==> src/rtl/trap_ctrl_pkg.sv <==
// rtl/trap_ctrl_pkg.sv - shared constants and types for the machine-mode trap sequencer
// Holds the trap FSM state type, the machine interrupt / exception cause codes,
// the privilege encoding and the mip bit positions and masks used by trap_ctrl.
package trap_ctrl_pkg;

  typedef enum logic [1:0] {
    IDLE = 2'd0,
    TRAP = 2'd1,
    RET  = 2'd2,
    WFI  = 2'd3
  } trap_state_t;

  localparam logic [1:0] M_MODE = 2'b11;

  // Interrupt cause codes (mcause[3:0] when mcause[XLEN-1] is set)
  localparam logic [3:0] IRQ_M_SOFT  = 4'd3;
  localparam logic [3:0] IRQ_M_TIMER = 4'd7;
  localparam logic [3:0] IRQ_M_EXT   = 4'd11;

  // Exception cause codes
  localparam logic [3:0] EXCEPT_INSN_MISALIGNED  = 4'd0;
  localparam logic [3:0] EXCEPT_INSN_FAULT       = 4'd1;
  localparam logic [3:0] EXCEPT_ILLEGAL_INSN     = 4'd2;
  localparam logic [3:0] EXCEPT_BREAKPOINT       = 4'd3;
  localparam logic [3:0] EXCEPT_LOAD_MISALIGNED  = 4'd4;
  localparam logic [3:0] EXCEPT_LOAD_FAULT       = 4'd5;
  localparam logic [3:0] EXCEPT_STORE_MISALIGNED = 4'd6;
  localparam logic [3:0] EXCEPT_STORE_FAULT      = 4'd7;
  localparam logic [3:0] EXCEPT_ECALL_U          = 4'd8;
  localparam logic [3:0] EXCEPT_ECALL_M          = 4'd11;

  // mip / mie bit positions and 12-bit masks
  localparam int MIP_MSIP_BIT = 3;
  localparam int MIP_MTIP_BIT = 7;
  localparam int MIP_MEIP_BIT = 11;

  localparam logic [11:0] MIP_MSIP = 12'h008;
  localparam logic [11:0] MIP_MTIP = 12'h080;
  localparam logic [11:0] MIP_MEIP = 12'h800;

  // Fixed interrupt priority: external > software > timer.
  // Only meaningful when at least one of the three bits is set.
  function automatic logic [3:0] irq_winner(input logic [11:0] pend);
    if ((pend & MIP_MEIP) != 12'h000) begin
      return IRQ_M_EXT;
    end else if ((pend & MIP_MSIP) != 12'h000) begin
      return IRQ_M_SOFT;
    end else begin
      return IRQ_M_TIMER;
    end
  endfunction

endpackage

==> src/rtl/irq_sync.sv <==
// rtl/irq_sync.sv - multi-stage synchronizer for the three machine interrupt lines
// Ports:
//   clock     in   system clock
//   reset     in   asynchronous active-high reset, clears every stage
//   async_in  in   raw interrupt lines {meip, mtip, msip}
//   sync_out  out  lines delayed by SYNC_STAGES rising edges
module irq_sync #(
  parameter int SYNC_STAGES = 2
) (
  input  logic       clock,
  input  logic       reset,
  input  logic [2:0] async_in,
  output logic [2:0] sync_out
);

  logic [SYNC_STAGES-1:0][2:0] chain;

  always_ff @(posedge clock or posedge reset) begin
    if (reset) begin
      chain <= '0;
    end else begin
      chain <= {chain[SYNC_STAGES-2:0], async_in};
    end
  end

  assign sync_out = chain[SYNC_STAGES-1];

endmodule

==> src/rtl/trap_ctrl.sv <==
// rtl/trap_ctrl.sv - machine-mode trap sequencer at the commit point
// Arbitrates exceptions, machine interrupts, mret and wfi, and issues
// one-cycle CSR strobes plus a pipeline flush and PC redirect.
// Optional feature macro: TRAP_VECTORED_EN (vectored interrupt targets when mtvec[1:0]==01).
// Ports:
//   clock, reset                 clock and asynchronous active-high reset
//   meip_i, msip_i, mtip_i       raw asynchronous interrupt lines
//   commit_valid, commit_pc      committing instruction and its PC
//   exc_valid, exc_cause, exc_tval  exception raised by the committing instruction
//   mret_i, wfi_i                committing instruction is mret / wfi
//   mstatus_mie, mie_csr, mtvec_csr, mepc_csr  CSR views
//   mip_o                        synchronized pending bits (3/7/11)
//   trap_we, mret_we             one-cycle CSR update strobes
//   mepc_o, mcause_o, mtval_o    values written on trap_we
//   flush, redirect_valid, redirect_pc  pipeline kill and fetch restart
//   busy, sleeping               commit stall and wfi status
module trap_ctrl
  import trap_ctrl_pkg::*;
#(
  parameter int SYNC_STAGES = 2,
  parameter int XLEN        = 32
) (
  input  logic            clock,
  input  logic            reset,
  input  logic            meip_i,
  input  logic            msip_i,
  input  logic            mtip_i,
  input  logic            commit_valid,
  input  logic [XLEN-1:0] commit_pc,
  input  logic            exc_valid,
  input  logic [3:0]      exc_cause,
  input  logic [XLEN-1:0] exc_tval,
  input  logic            mret_i,
  input  logic            wfi_i,
  input  logic            mstatus_mie,
  input  logic [XLEN-1:0] mie_csr,
  input  logic [XLEN-1:0] mtvec_csr,
  input  logic [XLEN-1:0] mepc_csr,
  output logic [XLEN-1:0] mip_o,
  output logic            trap_we,
  output logic            mret_we,
  output logic [XLEN-1:0] mepc_o,
  output logic [XLEN-1:0] mcause_o,
  output logic [XLEN-1:0] mtval_o,
  output logic            flush,
  output logic            redirect_valid,
  output logic [XLEN-1:0] redirect_pc,
  output logic            busy,
  output logic            sleeping
);

  trap_state_t state_q, state_d;

  logic [2:0]      irq_sync_q;
  logic [XLEN-1:0] pend;
  logic            irq_any;
  logic            irq_take;
  logic [XLEN-1:0] irq_cause_word;
  logic [XLEN-1:0] exc_cause_word;

  logic [XLEN-1:0] epc_q, cause_q, tval_q, wpc_q;
  logic [XLEN-1:0] epc_d, cause_d, tval_d;
  logic            latch_trap;
  logic            latch_wpc;
  logic [XLEN-1:0] trap_target;
  logic            unused_ok;

  irq_sync #(
    .SYNC_STAGES(SYNC_STAGES)
  ) u_irq_sync (
    .clock    (clock),
    .reset    (reset),
    .async_in ({meip_i, mtip_i, msip_i}),
    .sync_out (irq_sync_q)
  );

  always_comb begin
    mip_o = '0;
    mip_o[MIP_MEIP_BIT] = irq_sync_q[2];
    mip_o[MIP_MTIP_BIT] = irq_sync_q[1];
    mip_o[MIP_MSIP_BIT] = irq_sync_q[0];
  end

  // Locally enabled pending interrupts; mstatus_mie gates taking them, but a
  // locally enabled interrupt still wakes the core from wfi.
  assign pend     = mip_o & mie_csr;
  assign irq_any  = |pend;
  assign irq_take = irq_any & mstatus_mie;

  assign irq_cause_word = {1'b1, {(XLEN-5){1'b0}}, irq_winner(pend[11:0])};
  assign exc_cause_word = {1'b0, {(XLEN-5){1'b0}}, exc_cause};

  // Trap target is computed from the live mtvec while in TRAP; only latched
  // interrupts (mcause MSB set) may be vectored.
  always_comb begin
    trap_target = {mtvec_csr[XLEN-1:2], 2'b00};
`ifdef TRAP_VECTORED_EN
    if (mtvec_csr[1:0] == 2'b01 && cause_q[XLEN-1]) begin
      trap_target = trap_target + {{(XLEN-6){1'b0}}, cause_q[3:0], 2'b00};
    end
`endif
  end

  always_comb begin
    state_d        = state_q;
    busy           = 1'b0;
    sleeping       = 1'b0;
    trap_we        = 1'b0;
    mret_we        = 1'b0;
    flush          = 1'b0;
    redirect_valid = 1'b0;
    redirect_pc    = '0;
    latch_trap     = 1'b0;
    latch_wpc      = 1'b0;
    epc_d          = commit_pc;
    cause_d        = exc_cause_word;
    tval_d         = exc_tval;

    case (state_q)
      IDLE: begin
        if (commit_valid) begin
          if (exc_valid) begin
            latch_trap = 1'b1;
            busy       = 1'b1;
            state_d    = TRAP;
          end else if (irq_take) begin
            // The committing instruction is killed and restarts after the handler.
            latch_trap = 1'b1;
            cause_d    = irq_cause_word;
            tval_d     = '0;
            busy       = 1'b1;
            state_d    = TRAP;
          end else if (mret_i) begin
            busy    = 1'b1;
            state_d = RET;
          end else if (wfi_i) begin
            latch_wpc = 1'b1;
            busy      = 1'b1;
            state_d   = WFI;
          end
        end
      end

      TRAP: begin
        trap_we        = 1'b1;
        flush          = 1'b1;
        redirect_valid = 1'b1;
        redirect_pc    = trap_target;
        busy           = 1'b1;
        state_d        = IDLE;
      end

      RET: begin
        mret_we        = 1'b1;
        flush          = 1'b1;
        redirect_valid = 1'b1;
        redirect_pc    = {mepc_csr[XLEN-1:2], 2'b00};
        busy           = 1'b1;
        state_d        = IDLE;
      end

      WFI: begin
        busy = 1'b1;
        if (irq_any) begin
          if (mstatus_mie) begin
            // Resume point of the handler is the instruction after wfi.
            latch_trap = 1'b1;
            epc_d      = wpc_q;
            cause_d    = irq_cause_word;
            tval_d     = '0;
            state_d    = TRAP;
          end else begin
            flush          = 1'b1;
            redirect_valid = 1'b1;
            redirect_pc    = wpc_q;
            state_d        = IDLE;
          end
        end else begin
          sleeping = 1'b1;
        end
      end

      default: state_d = IDLE;
    endcase
  end

  always_ff @(posedge clock or posedge reset) begin
    if (reset) begin
      state_q <= IDLE;
      epc_q   <= '0;
      cause_q <= '0;
      tval_q  <= '0;
      wpc_q   <= '0;
    end else begin
      state_q <= state_d;
      if (latch_trap) begin
        epc_q   <= epc_d;
        cause_q <= cause_d;
        tval_q  <= tval_d;
      end
      if (latch_wpc) begin
        wpc_q <= commit_pc + XLEN'(4);
      end
    end
  end

  assign mepc_o   = epc_q;
  assign mcause_o = cause_q;
  assign mtval_o  = tval_q;

  assign unused_ok = ^{mtvec_csr[1:0], mepc_csr[1:0]};

endmodule

==> config.mk <==
export PLATFORM = sky130hd
export DESIGN_NAME = trap_ctrl
export DESIGN_NICKNAME = d
export VERILOG_FILES = /design/src/rtl/trap_ctrl_pkg.sv /design/src/rtl/irq_sync.sv /design/src/rtl/trap_ctrl.sv
export SDC_FILE = /design/constraint.sdc
export NUM_CORES = 1
export LEC_CHECK = 0
export BUFFER_PORTS_ARGS = -buffer_cell sky130_fd_sc_hd__buf_2
export CAP_MARGIN = 20
export CORE_AREA = 3 3 130 132
export DETAILED_ROUTE_END_ITERATION = 7
export DIE_AREA = 0 0 133 135
export PLACE_DENSITY = 0.75
export RECOVER_POWER = 50
export SKIP_LAST_GASP = 1
export SYNTH_ARGS = -nofsm -noshare
export SYNTH_HDL_FRONTEND = slang
export SYNTH_HIERARCHICAL = 1
export SYNTH_SLANG_ARGS = --single-unit
==> constraint.sdc <==
create_clock -name clock -period 8 [get_ports clock]
set_clock_uncertainty 0.2 [all_clocks]
set_input_delay 0.4 -clock clock [delete_from_list [all_inputs] [get_ports clock]]
set_output_delay 0.4 -clock clock [all_outputs]
set_load 0.01 [all_outputs]
; Yosys cells after proc, flatten, opt, wreduce, memory -nomap -nowiden
; Index checks and enable logic that the tools add are counted.
[word_totals]
inputBits = 174
out_inout_bits = 166
elab_cells = 73
regBits = 136
[classes]
n_eq_ne = 6
n_mux = 52
reduce_logical = 5
addsub = 1
bitwise = 2
[op_table]
columns = operator, count
row1 = two-way mux 32 bit, 15
row2 = case mux 32 bit (2 select lines), 2
row3 = case mux 32 bit (3 select lines), 1
row4 = "adder 32 x 3 -> 32 bit, second input constant", 1
row5 = bitwise AND 12 x 32 -> 32 bit, 1
row6 = OR reduction 32 bit, 1
row7 = two-way mux 1 bit, 22
row8 = two-way mux 2 bit, 6
row9 = case mux 1 bit (2 select lines), 3
row10 = case mux 2 bit (3 select lines), 1
row11 = "inequality test 5 bit, second input constant", 1
row12 = "== test 2 bit, second input constant", 2
row13 = two-way mux 4 bit, 1
row14 = "inequality test 2 bit, second input constant", 2
row15 = two-way mux 3 bit, 1
row16 = AND reduction 3 bit, 1
row17 = OR reduction 3 bit, 1
row18 = "== test 2 x 1 -> 1 bit, second input constant", 1
row19 = logical NOT 2 bit, 1
row20 = OR reduction 2 bit, 1
row21 = bitwise AND 1 bit, 1

; Depth between registers and ports, before layout
[depth]
word_depth = 7
depth_mapped = 9
depth_no_buf = 7

; Modules after synthesis
; The synthesis kept the hierarchy.
[modules_own_cells]
columns = mod, seq_area_each_um2, n_inst, area_each_um2, cells_per_inst
row1 = trap_ctrl, 2577.5, 1, 5750.5, 597
row2 = irq_sync, 150.1, 1, 176.4, 10

; Worst setup path before layout
; No wires, ideal clock.
[synth_timing]
path_type = register -> register
start = register u_irq_sync.chain, in the netlist u_irq_sync/sync_out[1]
end = register wpc_q[0]
required_ps = 7675
stages_incl_launch_ff = 8
period_less_slack_ps = 2585
setup_ps = 125
path_buffers = 3
arrival_ps = 2260
slack_ps = 5415
cell_sequence = dfrtp_1 -> buf_4 -> a222oi_1 -> nor2b_1 -> or4_1 -> buf_2 -> buf_6 -> mux2_4
[synth_via]
elab_chain_len = 7
[synth_rtl]
columns = element, line
row1 = from (decl), irq_sync.sv:16  ; logic [SYNC_STAGES-1:0][2:0] chain;
row2 = from (signal assigned), irq_sync.sv:22  ; chain <= {chain[SYNC_STAGES-2:0], async_in};
row3 = bitwise AND 12 x 32 -> 32 bit, trap_ctrl.sv:86  ; assign pend = mip_o & mie_csr;
row4 = OR reduction 32 bit, trap_ctrl.sv:87  ; assign irq_any = |pend;
row5 = bitwise AND 1 bit, trap_ctrl.sv:88  ; assign irq_take = irq_any & mstatus_mie;
row6 = two-way mux 1 bit, trap_ctrl.sv:126  ; end else if (irq_take) begin
row7 = two-way mux 1 bit, trap_ctrl.sv:122  ; if (exc_valid) begin
row8 = two-way mux 1 bit, trap_ctrl.sv:121  ; if (commit_valid) begin
row9 = two-way mux 1 bit, trap_ctrl.sv:119  ; case (state_q)
row10 = to (signal assigned), trap_ctrl.sv:202  ; wpc_q <= commit_pc + XLEN'(4);
row11 = to (decl), trap_ctrl.sv:61  ; logic [XLEN-1:0] epc_q, cause_q, tval_q, wpc_q;
; Every way passes these cells.
; A chain may end at the register's enable or synchronous reset.

; Worst setup path after layout
[layout_timing]
start = register state_q[1]
end = register wpc_q[0]
[layout_via]
elab_chain_len = 2
[layout_rtl]
columns = element, line
row1 = from (decl), trap_ctrl.sv:52  ; trap_state_t state_q, state_d;
row2 = from (signal assigned), trap_ctrl.sv:195  ; state_q <= state_d;
row3 = logical NOT 2 bit, trap_ctrl.sv:119
row4 = two-way mux 1 bit, trap_ctrl.sv:119
; Every way passes these cells.

==> metrics.txt <==
result of the run=complete, but fails checks; violated checks=max-capacitance violations; power density normalized to cell area=322.4 nW/um^2; count of hold-fix buffers inserted at cts=4; detailed-routing iteration count for the pre-antenna-repair pass=7; Period Utilization, post-route=0.4282; count of cells resized by post-cts repair=0; worst-case clock buffer depth=2; count of final setup violators=0; worst slew margin relative to its limit=0.00007651; static power due to leakage=3.475 nW; number of instances in the synthesized netlist=607; via count of the first global-routing pass=5,112; area added between synthesis and finish=24.72%; die width=133 microns; Final Critical Period=3425 ps; startpoint kind of the worst setup timing path=register; number of violations reported at the end of detailed-routing iteration 0=374; wire length of the first global-routing pass=28,010 microns; clock root buffer=sky130_fd_sc_hd__clkbuf_16; number of antenna violations at the first check in global routing=0; average footprint of a synthesized cell=9.764 sq um; async set or reset register ratio after synthesis=1.000; maximum number of pins on one net before global-route repair=103; I/O pins=340; top-count cell post-synth=sky130_fd_sc_hd__dfrtp_1; critical path type=reg -> reg; RSZ-0062 raised after global routing=no; synthesized area=5927 sq um; number of placement rows=46; portion of synthesized cell area occupied by the leading cell type=0.4602; sequential share of the synthesized area=0.4602; final hold violations=0; fraction of layout cells with a size suffix above 1=0.2503; required time at the worst-slack endpoint=8040 ps; worst vdd rail ir drop=166.7 uV; number of pins with negative max-slew slack in the final report=0; via count of the routed design=5,316; DP Wirelength=13,420 microns; Post-Route WL=18,320 microns; chip height=135 microns; max incr delay on CP=1170 ps; highest fanout seen on the critical path=60; global-route total usage across every layer=0.1967; total number of nets in the final design=1,013; Unique masters post-synth=43; residual antenna-violating net count after detailed routing=0; number of buffers inserted to repair setup after CTS=0; pin slew with the least headroom to its limit=1492 ps; number of maximum-capacitance constraint violations=1; Commonest cells post-synth=109 x sky130_fd_sc_hd__dfrtp_1, 74 x sky130_fd_sc_hd__nand2_1, 66 x sky130_fd_sc_hd__o21ai_0; CORE AREA=15,830 sq um; number of buffers added by the clock tree synthesis step=9; area of placed instances=7122 sq um; PortBufs=250; most frequently used flop master after synthesis=sky130_fd_sc_hd__dfrtp_1; flip-flop and latch count after synthesis=109; design area=7392 sq um; count of inserted antenna diode cells=0; number of enable flip-flop cells after synthesis=0; clock slew at the register clock pins of the worst setup and hold paths=90 ps; H-tree levels=3; dominant cell type by area after synthesis=sky130_fd_sc_hd__dfrtp_1; count of unresolved DRC violations after routing=0; routed via count divided by cell count=5.039; top achievable clock speed=0.2919 GHz; sum of overflow across all layers after global routing=0; floorplan die area=17,960 sq um; count of clock tree sinks=109; count of warnings emitted by yosys=6; insertion delay to the later sink of the worst-skew pair=360 ps; cells along the critical path=inv_1 -> ha_2 -> nand2_1 -> or4_2 -> mux2_4; standard cell with the maximum stage delay on the critical path=sky130_fd_sc_hd__or4_2; Worst path top cell family by delay=simple AND/OR/NAND/NOR gates; WP buf/inv=1; Critical Path End Type=register; initial core utilization=0.3745; worst hold path class=in -> reg; top post-synthesis cells by area=sky130_fd_sc_hd__dfrtp_1 46%, sky130_fd_sc_hd__buf_4 7.6%, sky130_fd_sc_hd__o21ai_0 5.6%; setup total negative slack=0 ps; clock tree from TritonCTS=built; Data arrival, critical path=3460 ps; post-DR wirelength/cell=17.37 microns; routability congestion estimate=0.8366
[per-layer routing]
layer,share of wire,GRT usage,wire (microns)
met2,0.48,0.3200,8752
met3,0.067,0.04098,1224
met1,0.43,0.2589,7898
met4,0.024,0.07564,447
met5,0,0,0
[path summary, 6_finish.rpt]
check / start / endpoint / slack (ps) / cells after the start
max: state_q[1] / wpc_q[0] / 4570 / 5
min: exc_tval[20] / mtval_o[20] / 50 / 2
max reg2reg: state_q[1] / wpc_q[0] / 4570 / 5
min reg2reg: u_irq_sync/chain[0] / u_irq_sync/sync_out[0] / 150 / 0
max in group asynchronous: reset / mepc_o[9] / 5270 / 4
min in group asynchronous: reset / u_irq_sync/chain[1] / 300 / 3
[where the power goes]
| group | switching [W] | internal (W) |
|---|---|---|
| Sequential | 0.000155 | 0.000769 |
| Combinational | 0.000604 | 0.000399 |
| Clock | 0.000233 | 0.000223 |
| Total | 0.000993 | 0.00139 |
[registers in the layout (all words and copies together) (netlist names)]
name	flops
mtval_o	32
mepc_o	32
mcause_o	5
u_irq_sync/chain	3
state_q	2
u_irq_sync/sync_out	3
wpc_q	32
[through the flow]
step                      total power, W  utilization  worst slack (ps)  std cells  hold slack [ps]
after floorplan                 0.001557            -              4696        662           -9.041
after global placement          0.001931       0.4490              4264       1033            131.7
after detailed placement        0.001969       0.4500              4229       1034            134.7
after CTS                       0.002434       0.4715              4224       1054            35.50
after global routing            0.002558       0.4670              4332       1055            36.32
final                           0.002384       0.4670              4575       1055            50.95
[cells in the final DEF, fill, tap and decap left out, types with 31 or more instances in the layout]
cell type / Yosys / layout
sky130_fd_sc_hd__clkbuf_1: 38 / 76
sky130_fd_sc_hd__nand2_1: 74 / 74
sky130_fd_sc_hd__nor2_1: 39 / 38
sky130_fd_sc_hd__a22o_1: 33 / 33
sky130_fd_sc_hd__conb_1: 1 / 56
sky130_fd_sc_hd__o21ai_0: 66 / 66
sky130_fd_sc_hd__dfrtp_1: 109 / 109
sky130_fd_sc_hd__a222oi_1: 31 / 31
sky130_fd_sc_hd__buf_2: 1 / 175
sky130_fd_sc_hd__mux2i_1: 32 / 32
[cell type report]
cell class              count  area [sq um]
inverters                   6         23.77
flip-flops and latches    109          2728
clock buffers               9         225.2
clock inverters             7         76.32
well taps                 216         270.3
fillers                  1582          8436
multi-input cells         447          2795
repair buffers            261          1274
[logic make-up after synthesis]
| logic type | share of synthesized area |
|---|---|
| fa+ha+maj | 0.01056 |
| mux | 0.06608 |
| simple gates | 0.1351 |
| compound gates | 0.1794 |
| flops | 0.4602 |
| other cells | 0.0006327 |
| buf+inv | 0.1066 |
| xor+xnor | 0.04138 |
No activity file was read; power rests on OpenSTA's default activity.
